--- src/rtl/pb_cond_pkg.sv ---
// Shared types and width helpers for the push-button conditioner.
package pb_cond_pkg;

    // Auto-repeat state of one channel.
    typedef enum logic [1:0] {
        IDLE   = 2'd0,
        HOLD   = 2'd1,
        REPEAT = 2'd2
    } rpt_state_t;

    // Bits needed to hold 0..v-1, never less than one bit.
    function automatic int clog2_min1(input int v);
        return (v <= 2) ? 1 : $clog2(v);
    endfunction

    function automatic int max_int(input int a, input int b);
        return (a > b) ? a : b;
    endfunction

endpackage

--- src/rtl/pb_chan.sv ---
// One button channel: synchroniser, tick-driven debounce, edge pulses and
// the long-press auto-repeat FSM.
//
// Handshake note: there is no valid/ready traffic here; every output is a
// registered level or a single-cycle strobe that consumers sample on clk.
module pb_chan
    import pb_cond_pkg::*;
#(
    parameter int STABLE       = 4,
    parameter int HOLD_TICKS   = 250,
    parameter int REPEAT_TICKS = 50
) (
    input  logic       clk,
    input  logic       rst_n,
    input  logic       tick,
    input  logic       pb,
    input  logic       repeat_en,
    output logic       pb_level,
    output logic       press_pulse,
    output logic       release_pulse,
    output logic       repeat_pulse,
    output rpt_state_t state
);

    localparam int SW = clog2_min1(STABLE);
    localparam int RW = clog2_min1(max_int(HOLD_TICKS, REPEAT_TICKS) + 1);

    localparam logic [SW-1:0] STABLE_LAST = SW'(STABLE - 1);
    localparam logic [RW-1:0] HOLD_MAX    = RW'(HOLD_TICKS);
    localparam logic [RW-1:0] HOLD_LAST   = RW'(HOLD_TICKS - 1);
    localparam logic [RW-1:0] REP_LAST    = RW'(REPEAT_TICKS - 1);

    logic          sync1, sync2;
    logic [SW-1:0] stable_cnt;
    logic          differ, flip, rise, fall;

    rpt_state_t    state_q, state_d;
    logic [RW-1:0] rpt_cnt_q, rpt_cnt_d;
    logic          rpt_fire;

    // Two-flop synchroniser for the asynchronous button pin.
    always_ff @(posedge clk or negedge rst_n) begin
        if (!rst_n) begin
            sync1 <= 1'b0;
            sync2 <= 1'b0;
        end else begin
            sync1 <= pb;
            sync2 <= sync1;
        end
    end

    // A flip happens on the STABLE-th consecutive disagreeing tick.
    assign differ = (sync2 != pb_level);
    assign flip   = tick && differ && (stable_cnt == STABLE_LAST);
    assign rise   = flip && sync2;
    assign fall   = flip && !sync2;

    // Debounce counter and debounced level; any agreeing tick restarts the count.
    always_ff @(posedge clk or negedge rst_n) begin
        if (!rst_n) begin
            stable_cnt <= '0;
            pb_level   <= 1'b0;
        end else if (tick) begin
            if (!differ) begin
                stable_cnt <= '0;
            end else if (stable_cnt == STABLE_LAST) begin
                pb_level   <= sync2;
                stable_cnt <= '0;
            end else begin
                stable_cnt <= stable_cnt + 1'b1;
            end
        end
    end

    // Pulse registers line up with the cycle pb_level shows its new value.
    always_ff @(posedge clk or negedge rst_n) begin
        if (!rst_n) begin
            press_pulse   <= 1'b0;
            release_pulse <= 1'b0;
            repeat_pulse  <= 1'b0;
        end else begin
            press_pulse   <= rise;
            release_pulse <= fall;
            repeat_pulse  <= rpt_fire;
        end
    end

    // Auto-repeat state and tick counter.
    always_ff @(posedge clk or negedge rst_n) begin
        if (!rst_n) begin
            state_q   <= IDLE;
            rpt_cnt_q <= '0;
        end else begin
            state_q   <= state_d;
            rpt_cnt_q <= rpt_cnt_d;
        end
    end

    // Auto-repeat next state; a release on the same tick overrides a due repeat.
    always_comb begin
        state_d   = state_q;
        rpt_cnt_d = rpt_cnt_q;
        rpt_fire  = 1'b0;
        if (tick) begin
            if (fall) begin
                state_d   = IDLE;
                rpt_cnt_d = '0;
            end else begin
                case (state_q)
                    IDLE: begin
                        if (rise) begin
                            state_d   = HOLD;
                            rpt_cnt_d = '0;
                        end
                    end
                    HOLD: begin
                        // Count saturates at HOLD_TICKS while repeat is disabled.
                        if (rpt_cnt_q >= HOLD_LAST) begin
                            if (repeat_en) begin
                                state_d   = REPEAT;
                                rpt_cnt_d = '0;
                                rpt_fire  = 1'b1;
                            end else begin
                                rpt_cnt_d = HOLD_MAX;
                            end
                        end else begin
                            rpt_cnt_d = rpt_cnt_q + 1'b1;
                        end
                    end
                    REPEAT: begin
                        if (!repeat_en) begin
                            state_d   = HOLD;
                            rpt_cnt_d = HOLD_MAX;
                        end else if (rpt_cnt_q >= REP_LAST) begin
                            rpt_cnt_d = '0;
                            rpt_fire  = 1'b1;
                        end else begin
                            rpt_cnt_d = rpt_cnt_q + 1'b1;
                        end
                    end
                    default: begin
                        state_d   = IDLE;
                        rpt_cnt_d = '0;
                    end
                endcase
            end
        end
    end

    assign state = state_q;

endmodule

--- src/rtl/pb_conditioner.sv ---
// Multi-channel push-button conditioner: shared sample-tick prescaler,
// one pb_chan per button and a registered "any event" strobe.
module pb_conditioner
    import pb_cond_pkg::*;
#(
    parameter int CH           = 4,
    parameter int TICK_DIV     = 100000,
    parameter int STABLE       = 4,
    parameter int HOLD_TICKS   = 250,
    parameter int REPEAT_TICKS = 50
) (
    input  logic            clk,
    input  logic            rst_n,
    input  logic [CH-1:0]   pb,
    input  logic [CH-1:0]   repeat_en,
    output logic [CH-1:0]   pb_level,
    output logic [CH-1:0]   press_pulse,
    output logic [CH-1:0]   release_pulse,
    output logic [CH-1:0]   repeat_pulse,
    output logic            event_any,
    output logic [2*CH-1:0] dbg_state
);

    localparam int PW = clog2_min1(TICK_DIV);
    localparam logic [PW-1:0] TICK_LAST = PW'(TICK_DIV - 1);

    logic [PW-1:0] presc_cnt;
    logic          tick;

    assign tick = (presc_cnt == TICK_LAST);

    // Free-running prescaler, wraps after TICK_DIV cycles.
    always_ff @(posedge clk or negedge rst_n) begin
        if (!rst_n) begin
            presc_cnt <= '0;
        end else if (tick) begin
            presc_cnt <= '0;
        end else begin
            presc_cnt <= presc_cnt + 1'b1;
        end
    end

    for (genvar g = 0; g < CH; g++) begin : g_chan
        rpt_state_t chan_state;

        pb_chan #(
            .STABLE       (STABLE),
            .HOLD_TICKS   (HOLD_TICKS),
            .REPEAT_TICKS (REPEAT_TICKS)
        ) u_chan (
            .clk           (clk),
            .rst_n         (rst_n),
            .tick          (tick),
            .pb            (pb[g]),
            .repeat_en     (repeat_en[g]),
            .pb_level      (pb_level[g]),
            .press_pulse   (press_pulse[g]),
            .release_pulse (release_pulse[g]),
            .repeat_pulse  (repeat_pulse[g]),
            .state         (chan_state)
        );

        assign dbg_state[2*g +: 2] = chan_state;
    end

    // One-cycle-late OR of every press and repeat strobe.
    always_ff @(posedge clk or negedge rst_n) begin
        if (!rst_n) begin
            event_any <= 1'b0;
        end else begin
            event_any <= |(press_pulse | repeat_pulse);
        end
    end

endmodule

--- config.mk ---
export PLATFORM = sky130hd
export DESIGN_NAME = pb_conditioner
export DESIGN_NICKNAME = d
export VERILOG_FILES = /design/src/rtl/pb_cond_pkg.sv /design/src/rtl/pb_chan.sv /design/src/rtl/pb_conditioner.sv
export SDC_FILE = /design/constraint.sdc
export NUM_CORES = 1
export LEC_CHECK = 0
export ABC_AREA = 1
export CAP_MARGIN = 5
export CORE_ASPECT_RATIO = 0.5
export CORE_MARGIN = 4
export CORE_UTILIZATION = 55
export CTS_CLUSTER_DIAMETER = 30
export DETAILED_ROUTE_END_ITERATION = 8
export DONT_BUFFER_PORTS = 1
export PLACE_DENSITY = 0.7
export SYNTH_ARGS = -nofsm -noshare
export SYNTH_HDL_FRONTEND = slang
export SYNTH_SLANG_ARGS = --single-unit
--- constraint.sdc ---
create_clock -name clk -period 2.22 [get_ports clk]
set_input_delay 0.222 -clock clk [delete_from_list [all_inputs] [get_ports clk]]
set_output_delay 0.222 -clock clk [all_outputs]
set_load 0.01 [all_outputs]
==> Implementation_results.wiki <==
{| class="wikitable"
! Metric !! Value
|-
| Proportion of register bits with asynchronous set or reset after synthesis || 100.0%
|-
| Hold-fix buffers at CTS || 4
|-
| Count of pins on the block boundary || 35
|-
| Power density cells || about 530 nW/µm²
|-
| Minimum period implied by the final worst setup slack || 1.902 ns
|-
| Number of antenna violations at the first check in global routing || 0
|-
| Iteration-0 DRC Markers || just under 300
|-
| Cell count after synthesis || 771
|-
| Biggest cell delay along the critical path || 0.37 ns
|-
| Final hold violation count || 90
|-
| Slew at the pin with the worst max-slew slack || 0.4828 ns
|-
| Area Overhead vs Synth || 6.818%
|-
| Number of global-route vias before repair || 4499
|-
| Final weighted congestion of routability-driven global placement || 0.9047
|-
| TritonCTS clock tree || yes
|-
| F_max || approximately 0.53 GHz
|-
| Clock root buffer || clkbuf_16
|-
| Buffers on Ports || 0
|-
| Violations in the final reports || hold timing
|-
| Die outline height || about 80 µm
|-
| Number of warnings reported in the yosys synthesis log || 0
|-
| Maximum VDD drop || 351.4 µV
|-
| Final antenna diode count || 0
|-
| Layout cell share with drive strength beyond 1 || 5.677%
|-
| Number of sinks handled by clock tree synthesis || 90
|-
| Placed inst area || between 5000 and 6000 µm²
|-
| Data arrival time at the worst-slack endpoint || around 2.2 ns
|-
| Source-to-sink clock delay at the later pin of the worst-skew pair || ~0.34 ns
|-
| Number of violations of the max-capacitance limit || 0
|-
| Drt drc || 0
|-
| Area of the die || about 12000 µm²
|-
| Count of unique library cells instantiated by Yosys || 35
|-
| WL/cell || approximately 13 µm
|-
| Critical Path Fanout Max || 13
|-
| Total congestion overflow || 0
|-
| Drt pass-1 iters || 7
|-
| Cells taking the most area after synthesis || dfrtp_1 (40%), nand2_1 (16%), inv_1 (7.8%)
|-
| Worst-case clock skew || 0.004448 ns
|-
| Endpoint type of the worst setup path || register
|-
| Aggregate global-route resource usage || a little over a fifth
|-
| Detail Placement HPWL || approximately 8500 µm
|-
| Post-DRT Antenna Nets || 0
|-
| Net count, final || 813
|-
| Post-layout instance area || just over 6000 µm²
|-
| Worst path bufs/invs || 2
|-
| H-Tree Level Count || 3
|-
| Proportion of synthesized chip area in sequential cells || about two fifths
|-
| CTS max path bufs || 2
|-
| Post-detailed-route via-to-cell ratio || 5.126
|-
| Filler cell count || around 900
|-
| Setup repair after global routing missed its margin || no
|-
| Category of the worst setup path launch point || register
|-
| Hold Worst Slack || -0.4276 ns
|-
| Max-slew violation count || 0
|-
| Worst min-delay path class || in -> async
|-
| Initial core utilization || a little under 60%
|-
| Cts bufs inserted || 9
|-
| Vias post-DR || 4665
|-
| Reported leakage power || approximately 3.3 nW
|-
| Total Negative Setup Slacks || 0 ns
|-
| Post-synth top cells || nand2_1 (235), inv_1 (118), dfrtp_1 (90), nor2_1 (66), nand3_1 (58)
|-
| Area share of the largest cell type after synthesis || between 30% and 40%
|-
| Largest net degree at the start of global routing || 91
|-
| Critical Setup Path Class || reg -> reg
|-
| Die span in x || about 150 µm
|-
| Biggest area consumer among synthesized cells || dfrtp_1
|-
| CP Cell Sequence || ha_1 -> nand2_1 -> inv_1 -> nand2_2 -> nor2_2 -> nand2_4 -> nor2_4 -> inv_2 -> nor2_4 -> nand2_1 -> o21ai_0
|-
| Post-CTS setup-driven buffer insertion count || 0
|-
| Crit share post-route || a little under nine tenths
|-
| Clock transition time at the flip-flop clock pins of the worst setup and hold paths || around 0.06 ns
|-
| Family of cells with the greatest summed delay on the critical path || simple AND/OR/NAND/NOR gates
|-
| Per-instance average area after synthesis || between 7 and 8 µm²
|-
| Most repeated cell in the gate-level netlist after synthesis || nand2_1
|-
| CTS-repair resized insts || 0
|-
| Core Rows || 25
|-
| Mapped cell area || around 5700 µm²
|-
| Outcome || finished, violations left
|-
| Global-route wire length before repair || between 20000 and 25000 µm
|-
| Flop and latch count out of synthesis || 90
|-
| Number of nets in the synthesized netlist || just over 800
|-
| WL final || approximately 12000 µm
|-
| Slew Limit Headroom || 67.52%
|-
| Most instantiated flip-flop cell in the synthesis netlist || dfrtp_1
|-
| Final setup slack of the worst path || ~0.32 ns
|-
| Core Footprint || about 9700 µm²
|-
| Count of flip-flops with a built-in enable after synthesis || 0
|-
| Final setup violation count || 0
|-
| Critical Path Slowest Stage Cell || dfrtp_1
|-
| Place WS || around 0.33 ns
|-
| Data required time at the worst endpoint || 2.48 ns
|}
final timing paths:
| check | start | endpoint | slack, ns | cells after the start |
|---|---|---|---|---|
| max reg2reg | presc_cnt[0] | g_chan[1].u_chan.rpt_cnt_q[7] | 0.32 | 11 |
| min | rst_n | g_chan[0].u_chan.rpt_cnt_q[5] | -0.43 | 0 |
| min reg2reg | g_chan[2].u_chan.sync1 | g_chan[2].u_chan.sync2 | 0.35 | 0 |
| min in group clk | repeat_en[3] | g_chan[3].u_chan.repeat_pulse | 0.06 | 2 |
| max | presc_cnt[0] | g_chan[1].u_chan.rpt_cnt_q[7] | 0.32 | 11 |
| max in group asynchronous | rst_n | g_chan[3].u_chan.rpt_cnt_q[3] | 2.51 | 0 |
cell usage in the layout (no fill, tap or decap), types with 2 or more instances in the layout:
| master | synthesis | routed |
|---|---|---|
| nor2_2 | 4 | 4 |
| nand4_1 | 24 | 24 |
| nand2_1 | 235 | 235 |
| o21ai_0 | 33 | 33 |
| nor3_1 | 13 | 13 |
| inv_1 | 118 | 118 |
| clkinv_2 | 1 | 3 |
| nand3_1 | 58 | 58 |
| nor3b_1 | 3 | 3 |
| xor2_1 | 7 | 7 |
| nor4_1 | 3 | 3 |
| a21oi_1 | 9 | 9 |
| nand3b_1 | 6 | 6 |
| nand2_2 | 3 | 3 |
| clkbuf_16 | 0 | 9 |
| xnor2_1 | 5 | 5 |
| o21bai_1 | 9 | 9 |
| inv_6 | 0 | 2 |
| mux2i_1 | 4 | 4 |
| nor2_1 | 66 | 66 |
| o21ai_1 | 3 | 3 |
| or2_2 | 2 | 2 |
| dlygate4sd3_1 | 0 | 4 |
| inv_2 | 5 | 5 |
| nor2_4 | 5 | 5 |
| buf_4 | 16 | 4 |
| dfrtp_1 | 90 | 90 |
| o22ai_1 | 4 | 4 |
| ha_1 | 33 | 33 |
| nor2_8 | 2 | 2 |
metal layers:
layer | vias up | wire [µm] | global-route usage, % | part of all wire [%]
li1 | 2418 | - | - | -
met1 | 2163 | 5709 | 28.57 | 49
met2 | 77 | 5330 | 34.88 | 46
met3 | 7 | 496 | 5.218 | 4.3
met4 | 0 | 76 | 4.391 | 0.65
met5 | - | 0 | 0 | 0
power by group:
| part | switching, mW | internal, mW | total (mW) |
|---|---|---|---|
| clock network | 0.650 | 0.877 | 1.53 |
| registers | 0.00280 | 1.65 | 1.65 |
| logic | 0.0110 | 0.0103 | 0.0213 |
| total | 0.664 | 2.53 | 3.20 |
flip-flops by register name (all words and copies together) (netlist names):
name	count
event_any	1
g_chan.u_chan.pb_level	4
g_chan.u_chan.press_pulse	4
g_chan.u_chan.release_pulse	4
g_chan.u_chan.repeat_pulse	4
g_chan.u_chan.rpt_cnt_q	32
g_chan.u_chan.stable_cnt	8
g_chan.u_chan.state	8
g_chan.u_chan.sync1	4
g_chan.u_chan.sync2	4
presc_cnt	17
layout make-up:
cell class	count	area, µm²	area share, %
well taps	135	168.9	2.789
repair buffers	8	70.07	1.157
clock inverters	6	65.06	1.074
clock buffers	10	229.0	3.780
multi-input cells	537	2805	46.31
inverters	124	466.7	7.705
flip-flops and latches	90	2252	37.18
cells by family (layout without fill, tap and decap cells):
| family | count (synthesis) | in the layout | synth area share [%] |
|---|---|---|---|
| simple gates | 426 | 426 | 33.43 |
| flops | 90 | 90 | 39.72 |
| fa+ha+maj | 33 | 33 | 7.282 |
| mux | 4 | 4 | 0.7061 |
| buf+inv | 144 | 148 | 10.81 |
| xor+xnor | 12 | 12 | 1.853 |
| compound gates | 62 | 62 | 6.200 |
stage by stage:
| step | power [mW] | hold WS, ns | util [%] | std cells |
|---|---|---|---|---|
| finish | 3.198 | -0.4276 | 62.26 | 910 |
| global route | 3.322 | -0.4503 | 62.26 | 910 |
| CTS | 3.239 | -0.4422 | 62.26 | 910 |
| detailed placement | 1.696 | -0.07130 | 58.83 | 890 |
| floorplan | 1.693 | -0.07359 | - | 771 |
| global placement | 1.696 | -0.07105 | 58.83 | 890 |
No activity file was read; power rests on OpenSTA's default activity.
